**config.mk**
```make
export PLATFORM = sky130hd
export DESIGN_NAME = matrix_subtraction
export DESIGN_NICKNAME = d
export VERILOG_FILES = /design/src/rtl/matrix_subtraction_pkg.sv /design/src/rtl/matrix_subtraction_elem.sv /design/src/rtl/matrix_subtraction.sv
export SDC_FILE = /design/constraint.sdc
export NUM_CORES = 1
export LEC_CHECK = 0
export ABC_AREA = 1
export BUFFER_PORTS_ARGS = -buffer_cell sky130_fd_sc_hd__buf_2
export CAP_MARGIN = 15
export CORE_AREA = 3 3 199 201
export CTS_CLUSTER_DIAMETER = 30
export DETAILED_ROUTE_END_ITERATION = 10
export DIE_AREA = 0 0 202 204
export PLACE_DENSITY = 0.75
export SLEW_MARGIN = 20
export SYNTH_ARGS = -nofsm -noshare
export SYNTH_HDL_FRONTEND = slang
export SYNTH_SLANG_ARGS = --single-unit
export TNS_END_PERCENT = 10
```
**constraint.sdc**
```tcl
create_clock -name clk -period 5 [get_ports clk]
set_input_delay 0.25 -clock clk [delete_from_list [all_inputs] [get_ports clk]]
set_output_delay 0.25 -clock clk [all_outputs]
set_load 0.01 [all_outputs]
```
**src/rtl/matrix_subtraction_pkg.sv**
```systemverilog
// matrix_sub_pkg: shared defaults, FSM state type and row/column index type for matrix_subtraction
package matrix_sub_pkg;
  localparam int DIM_DEF = 4;
  localparam int DATA_W_DEF = 8;
  localparam int OUT_W_DEF = 16;
  typedef enum logic [1:0] {IDLE, RUN, DONE} ms_state_t;
  typedef logic [$clog2(DIM_DEF)-1:0] rc_idx_t;
endpackage

```
**src/rtl/matrix_subtraction_elem.sv**
```systemverilog
// matrix_sub_elem: widen one operand pair to OUT_W and subtract; MATRIX_SUB_SIGNED_EN selects sign extension
module matrix_sub_elem #(
  parameter int DATA_W = 8,
  parameter int OUT_W = 16
) (
  input  logic [DATA_W-1:0] i_a,
  input  logic [DATA_W-1:0] i_b,
  output logic [OUT_W-1:0]  o_d
);
  logic [OUT_W-1:0] w_a;
  logic [OUT_W-1:0] w_b;
`ifdef MATRIX_SUB_SIGNED_EN
  assign w_a = {{(OUT_W-DATA_W){i_a[DATA_W-1]}}, i_a};
  assign w_b = {{(OUT_W-DATA_W){i_b[DATA_W-1]}}, i_b};
`else
  assign w_a = {{(OUT_W-DATA_W){1'b0}}, i_a};
  assign w_b = {{(OUT_W-DATA_W){1'b0}}, i_b};
`endif
  assign o_d = w_a - w_b;
endmodule

```
**src/rtl/matrix_subtraction.sv**
```systemverilog
// matrix_subtraction: C = A - B over DIM x DIM matrices, one element per clock in row-major order
// MATRIX_SUB_SIGNED_EN switches the operands to signed two's complement
module matrix_subtraction
  import matrix_sub_pkg::*;
#(
  parameter int DIM = DIM_DEF,
  parameter int DATA_W = DATA_W_DEF,
  parameter int OUT_W = OUT_W_DEF
) (
  input  logic              clk,
  input  logic              rst,
  input  logic              start,
  input  logic [DATA_W-1:0] a [DIM][DIM],
  input  logic [DATA_W-1:0] b [DIM][DIM],
  output logic [OUT_W-1:0]  c [DIM][DIM],
  output logic              done
);
  localparam int N = DIM * DIM;
  localparam int IW = $clog2(N + 1);
  ms_state_t         r_state;
  logic [IW-1:0]     r_idx;
  logic [DATA_W-1:0] r_a [DIM][DIM];
  logic [DATA_W-1:0] r_b [DIM][DIM];
  logic [OUT_W-1:0]  r_c [DIM][DIM];
  logic [OUT_W-1:0]  r_d;
  logic              r_done;
  logic [IW-1:0]     w_widx;
  rc_idx_t           w_row;
  rc_idx_t           w_col;
  rc_idx_t           w_wrow;
  rc_idx_t           w_wcol;
  logic [OUT_W-1:0]  w_d;
  // the shared subtractor is registered in r_d, so each result lands in c one edge after it is computed
  assign w_widx = r_idx - IW'(1);
  assign w_row = rc_idx_t'(r_idx / IW'(DIM));
  assign w_col = rc_idx_t'(r_idx % IW'(DIM));
  assign w_wrow = rc_idx_t'(w_widx / IW'(DIM));
  assign w_wcol = rc_idx_t'(w_widx % IW'(DIM));
  matrix_sub_elem #(.DATA_W(DATA_W), .OUT_W(OUT_W)) u_elem (
    .i_a(r_a[w_row][w_col]),
    .i_b(r_b[w_row][w_col]),
    .o_d(w_d)
  );
  always_ff @(posedge clk) begin
    if (rst) begin
      r_state <= IDLE;
      r_idx <= '0;
      r_done <= 1'b0;
      r_d <= '0;
      r_a <= '{default: '0};
      r_b <= '{default: '0};
      r_c <= '{default: '0};
    end else if (r_state != RUN) begin
      if (start) begin
        r_a <= a;
        r_b <= b;
        r_idx <= '0;
        r_done <= 1'b0;
        r_state <= RUN;
      end
    end else begin
      if (r_idx != IW'(N)) r_d <= w_d;
      if (r_idx != '0) r_c[w_wrow][w_wcol] <= r_d;
      r_idx <= r_idx + IW'(1);
      if (r_idx == IW'(N)) begin
        r_state <= DONE;
        r_done <= 1'b1;
      end
    end
  end
  assign c = r_c;
  assign done = r_done;
endmodule

```
==> metrics, run 1 <==
outcome finished, final reports clean; IO buf count 515; P per Cell Area 403.2 nW/um2; CP endpoint kind flip-flop; CTS root buffer clkbuf_16; Die W 202 um; clk sinks 416; Clock Latency Late Sink 0.60 ns; Routed Antenna Nets 0; Nets 3,499; Mean Syn Cell Area 6.895 um2; vias per cell 5.215; per-cell routed wire length 17.15 um; Max Cap Viol 0; CP Depth 15; Util after Layout 66.97%; H-tree levels 3; Most common cell on crit path nand2_1; Post-Syn Nets 2,948; Worst EP required 5.50 ns; Setup Crit Path Kind reg -> reg; area grow syn2layout 37.15%; Total Wirelength 65.19 mm; type of the tightest min-delay check in -> reg; FILL cells 2,954; Core Area 37,760 um2; drt drc 0; cell family with most CP delay buffers and inverters; layout cells sized above 1 21.30%; # rows 71; Initial Util 48.83%; number of DRC markers in iteration 0 1,966; RSZ-0062 raised after global routing false; Via Count 19,830; fin. max-slew vios 0; clock buffer depth 3; drt pass-1 iters 8; Worst path max stage delay 0.77 ns; CTS resizes 0; pin count of the biggest net entering global routing 273; die area 41,210 um2; crit path launch r_idx[2]; vias in the first global route 18,780; Final setup viols 0; max_slew headroom 31.27%; number of synthesis warnings 0; crit path max-delay cell type dfxtp_4; Post-DP Area 20,150 um2; Unique masters post-synth 33; CP cell instances inv_4, buf_4, o21ai_0, o21ai_0, nand2_1, nand4_1, ha_1, nand2_1, inv_1, a21oi_1, nand2_1, nand2_1, nand3_1, nand2_1, inv_1; Period minus WS final 3.487 ns; Setup crit end r_d[7]; Fin Clk Skew 0.02422 ns; Post-CTS Setup Inserts 0; arrival time at the worst endpoint 3.99 ns; Num CTS Buffers 79; Post-Synthesis Cell Area 18,440 um2; gp weighted congestion 0.9781; predominant post-synthesis flop cell dfxtp_1; Fin Setup TNS 0 ns; die height 204 um; synthesized flop and latch total 416; total grt overflow 0; worst path bufs/invs 4; cells after synthesis 2,674; commonest non-fill, non-tap cell in the layout nor2_1; CTS tree yes; clk slew on worst S/H paths 0.05 ns; Pwr Total 0.01019 W; final instance area 25,290 um2; CP Launch Type flip-flop; leakage 11.79 nW; peak supply drop 0.0002572 V; cell count of the worst reg-to-reg path 15; Final Hold Viols 0; final period utilization 69.74%; count of flip-flops with a built-in enable after synthesis 0; crit path max fanout 78; commonest non-fill, non-tap cells in the layout 982 x nor2_1, 515 x buf_2, 416 x nand2_1; # IOs 516; Fmax 286.8 MHz; Worst R2R Start r_idx[2]; overall routing resource usage 30.26%; Slew @ Worst Pin 1.031 ns; initial antenna violation count 1; sequential fraction of the synthesis area 45.17%; first-pass GRT wire length 100.3 mm; Crit Reg-Reg Endpoint r_d[7]; Post-DP HPWL 40.41 mm; Post-synth ARST share 0%; reg2reg setup slack 1.51 ns
[per-stage QoR]
| step | worst slack, ns | instances | hold slack, ns |
|---|---|---|---|
| finish | 1.513 | 3802 | 0.02853 |
| global route | 1.189 | 3799 | 0.01626 |
| CTS | 1.557 | 3798 | 0.003966 |
| detailed placement | 1.564 | 3422 | 0.4652 |
| global placement | 1.633 | 3422 | 0.4557 |
| floorplan | 2.561 | 2674 | 0.4167 |
[state kept, by name, indices dropped and copies added (netlist names)]
register	count
c	144
r_a	128
r_b	128
r_d	9
r_idx	5
r_state	2
[cells in the mapped netlist, types with 4 or more instances]
library cell / number / area [um2]
nand2_1: 417 / 1565
nand4_1: 7 / 43.79
nor2_4: 17 / 191.4
buf_2: 27 / 135.1
nand3_2: 4 / 40.04
o21ai_0: 398 / 1992
inv_1: 25 / 93.84
buf_4: 121 / 908.4
o22ai_1: 41 / 256.5
ha_1: 14 / 175.2
nand3_1: 15 / 75.07
a21oi_1: 18 / 90.09
buf_6: 8 / 90.09
nor2_1: 984 / 3694
dfxtp_1: 416 / 8328
nand3_4: 4 / 70.07
clkinv_1: 7 / 26.28
clkbuf_1: 114 / 427.9
buf_1: 16 / 60.06
[how the worst min path moves through the flow]
stage	from	endpoint	slack (ns)	cells after the start
2_1_floorplan	a[0]	r_a[0]	0.42	2
3_3_place_gp	c[160]	c[160]	0.46	2
3_5_place_dp	r_d[14]	r_d[14]	0.47	2
4_1_cts	a[78]	r_a[78]	0.004	3
5_1_grt	a[113]	r_a[113]	0.02	3
6_report	a[78]	r_a[78]	0.03	3
[per-layer routing]
layer	vias up	wire, um	track usage, %
li1	9478	-	-
met1	8959	26120	37.56
met2	1140	29880	49.39
met3	251	5585	5.861
met4	0	3606	17.37
met5	-	0	0
[final cells by class]
cell class | count | area [um2] | share of cell area [%]
multi-input combinational | 1937 | 8368 | 33.09
sequential | 416 | 8333 | 32.96
timing repair buffer | 756 | 4995 | 19.75
clock buffer | 99 | 2163 | 8.556
tap | 511 | 639.4 | 2.529
clock inverter | 44 | 623.1 | 2.464
inverter | 35 | 153.9 | 0.6086
antenna | 4 | 10.01 | 0.03959
[power breakdown]
group | total [W] | switching [W] | leakage, nW | internal (W)
Sequential | 0.00363 | 0.000124 | 3.41 | 0.00351
Clock | 0.00547 | 0.00188 | 1.35 | 0.00359
Combinational | 0.00109 | 0.000654 | 7.03 | 0.000439
[cells by family after synthesis]
kind of cell	synth area share (%)
adder cells (fa/ha/maj)	1.059
AND/OR/NAND/NOR	31.10
AO/OA/AOI/OAI	12.85
XOR/XNOR	0.3190
flip-flops	45.17
buffers and inverters	9.508
[worst min-delay path: stages]
cell	delay, ns
buf_2	0.08
o21ai_0	0.14
nor2_1	0.11
[what timing repair did]
| action | in CTS | in global routing |
|---|---|---|
| hold endpoints to repair | 233 | 0 |
| setup endpoints to repair | 0 | 0 |
| hold buffers | 233 | 0 |
Note: power is estimated with default switching activity, not from simulation.
==> run 2, diff against run 1 <==
ABC_AREA = 0   (was 1)
CORE_AREA = 3 3 201 203   (was 3 3 199 201)
DIE_AREA = 0 0 204 206   (was 0 0 202 204)
PLACE_DENSITY = 0.73   (was 0.75)
clock period = 3.54 ns   (was 5 ns; I/O delays follow)
==> run 2 against run 1 <==
  * Clock power up 48%
  * Power is 41% higher
  * Sequential share of layout area decreased by 0.64 points
  * Highest routed layer is now met5
  * Register-to-register slack lost 1.3 ns
  * Global-route usage decreased by 0.62 points
  * Via count shrank 14%
  * Die area grew 2.0%
  * Setup slack worse by 1.3 ns
  * Critical path type unchanged
==> metrics, run 2 <==
Synth Area in Adders 1.068%; largest family of logic cells by synthesized area simple AND/OR/NAND/NOR gates; IO buf count 515; Hold Startpoint rst; Clock Latency Late Sink 0.60 ns; Place WS 0.1371 ns; crit path max fanout 13; FILL cells 2,768; CTS root buffer clkbuf_16; CTS tree yes; Post-synth ARST share 0%; hold depth 2; layout cells sized above 1 29.80%; drt drc 0; initial antenna violation count 5; clock buffer depth 3; cells after synthesis 1,970; max_slew headroom 30.18%; dominant cell type by area after synthesis dfxtp_1; commonest cells in the netlist 522 x nand2_1, 416 x dfxtp_1, 271 x a21oi_1; crit path max-delay cell type dfxtp_4; Fmax 296.5 MHz; Period minus WS final 3.373 ns; CTS resizes 0; count of flip-flops with a built-in enable after synthesis 0; gp weighted congestion 0.8724; number of DRC markers in iteration 0 1,616; commonest non-fill, non-tap cells in the layout 521 x nand2_1, 514 x buf_2, 414 x dfxtp_1; Worst EP required 4.02 ns; Post-DP HPWL 39.49 mm; vias per cell 5.394; drt pass-1 iters 6; Post-Synthesis Cell Area 18,270 um2; setup ws final 0.1674 ns; # rows 72; total grt overflow 0; Fin Clk Skew 0.02168 ns; P per Cell Area 556.8 nW/um2; worst path bufs/invs 1; synthesized flop and latch total 416; pin count of the biggest net entering global routing 168; Worst path max stage delay 0.53 ns; die area 42,020 um2; cell family with most CP delay multiplexers; Most common cell on crit path mux4_2; CP endpoint kind flip-flop; Final setup viols 0; Crit Reg-Reg Endpoint r_d[5]; hold slack final 0.1365 ns; compound-cell area share of the yosys netlist 8.449%; die height 206 um; overall routing resource usage 29.64%; post-synthesis mux area share 17.75%; cell count of the worst reg-to-reg path 9; Total Wirelength 64.74 mm; outcome finished, final reports clean; peak supply drop 0.0003689 V; XOR/XNOR Fraction of Synth Area 0.1438%; # IOs 516; final period utilization 95.27%; first-pass GRT wire length 96.38 mm; arrival time at the worst endpoint 3.85 ns; Via Count 17,140; clk slew on worst S/H paths 0.05 ns; multi-input combinational cell area 8381 um2; Die W 204 um; Synth Area in Simple Gates 18.40%; Reg area 8335 um2; Routed Antenna Nets 0; per-cell routed wire length 20.38 um; CP Launch Type flip-flop; Core Area 38,650 um2; Post-Syn Nets 2,244; Initial Util 47.28%; Synth top area share 45.57%; max reg flops 144; Worst Hold Path EP r_b[40]; predominant post-synthesis flop cell dfxtp_1; sequential fraction of the synthesis area 45.57%; reg2reg setup slack 0.17 ns; Max Cap Viol 0; Setup Crit Path Kind reg -> reg; Pwr Total 0.01436 W; type of the tightest min-delay check in -> reg; Final Hold Viols 0; clk sinks 416; number of synthesis warnings 0; leakage 11.95 nW; Fin Setup TNS 0 ns; H-tree levels 3; CP cell instances buf_8, mux4_2, mux4_2, ha_1, o21a_1, o31a_1, o21ai_0, nor4_1, a211o_1; fin. max-slew vios 0; top-count cell post-synth nand2_1; vias in the first global route 17,210; Nets 2,861; Worst R2R Start r_idx[2]; area grow syn2layout 41.14%; Mean Syn Cell Area 9.276 um2; Num CTS Buffers 80; Unique masters post-synth 44; commonest non-fill, non-tap cell in the layout nand2_1; largest cells by area after synthesis dfxtp_1 46%, nand2_1 11%, mux4_2 9.9%; RSZ-0062 raised after global routing false; Slew @ Worst Pin 1.047 ns
[run 2: changes by cell type after synthesis, moves of 11 or more]
| cell | change |
|---|---|
| buf_2 | +11 |
| nand2_1 | +105 |
| nor2_1 | -966 |
| a21oi_1 | +253 |
| mux2i_1 | +144 |
| buf_1 | -11 |
| o22ai_1 | -41 |
| o21ai_0 | -390 |
| nor2_4 | -17 |
| nand2_4 | +12 |
| clkbuf_1 | -20 |
| mux4_2 | +80 |
| nand2b_1 | +155 |
| inv_1 | -12 |
[run 2: power breakdown]
part           switching, W  internal, W
logic              0.000667     0.000587
clock network       0.00272      0.00538
registers          0.000135      0.00488
[run 2: worst register-to-register path, cell delays in order, from the launching register on]
cell and delay, ns:
dfxtp_4 0.53, buf_8 0.23, mux4_2 0.52, mux4_2 0.52, ha_1 0.39, o21a_1 0.22
o31a_1 0.13, o21ai_0 0.33, nor4_1 0.08, a211o_1 0.30
[run 2: kinds of logic after synthesis]
logic type | count (synthesis)
xor gates and xnor gates | 3
DFF | 416
adders and majority gates | 15
AOI/OAI and AO/OA | 294
muxes | 224
and+or+nand+nor | 742
buffers and inverters | 276
[run 2: cell type report]
type / instances / area share, %
antenna: 5 / 0.04851
clock buffer: 93 / 8.344
timing repair buffer: 797 / 21.08
clock inverter: 56 / 2.998
tap: 518 / 2.513
multi-input combinational: 1278 / 32.49
sequential: 416 / 32.32
inverter: 14 / 0.2037
[run 2: layer usage]
metal,vias to the layer above,track usage [%],wire length (um)
met5,-,0,11
met2,1057,51.92,32520
met3,291,5.922,4981
li1,7731,-,-
met1,8055,34.04,23500
met4,2,16.47,3732
[run 2: how the worst max path moves through the flow]
stage	slack [ns]	startpoint	end	depth (start not counted)
2_1_floorplan	0.46	r_idx[3]	r_d[5]	11
3_3_place_gp	0.26	r_idx[3]	r_d[5]	9
3_5_place_dp	0.14	r_idx[2]	r_d[7]	10
4_1_cts	0.12	r_idx[2]	r_d[7]	10
5_1_grt	0.07	r_idx[2]	r_d[5]	9
6_report	0.17	r_idx[2]	r_d[5]	9
[run 2: stage by stage]
step | instance area (um2) | util [%] | std cells
3_3_place_gp | 20240 | 52.37 | 2764
4_1_cts | 25740 | 66.60 | 3170
6_report | 25790 | 66.74 | 3177
5_1_grt | 25790 | 66.73 | 3176
2_1_floorplan | 18270 | - | 1970
3_5_place_dp | 20240 | 52.37 | 2764
[run 2: repair_timing]
item,4_1_cts,5_1_grt
hold buffers,257,0
hold endpoints to repair,258,0
setup buffers,0,2
setup endpoints to repair,0,4
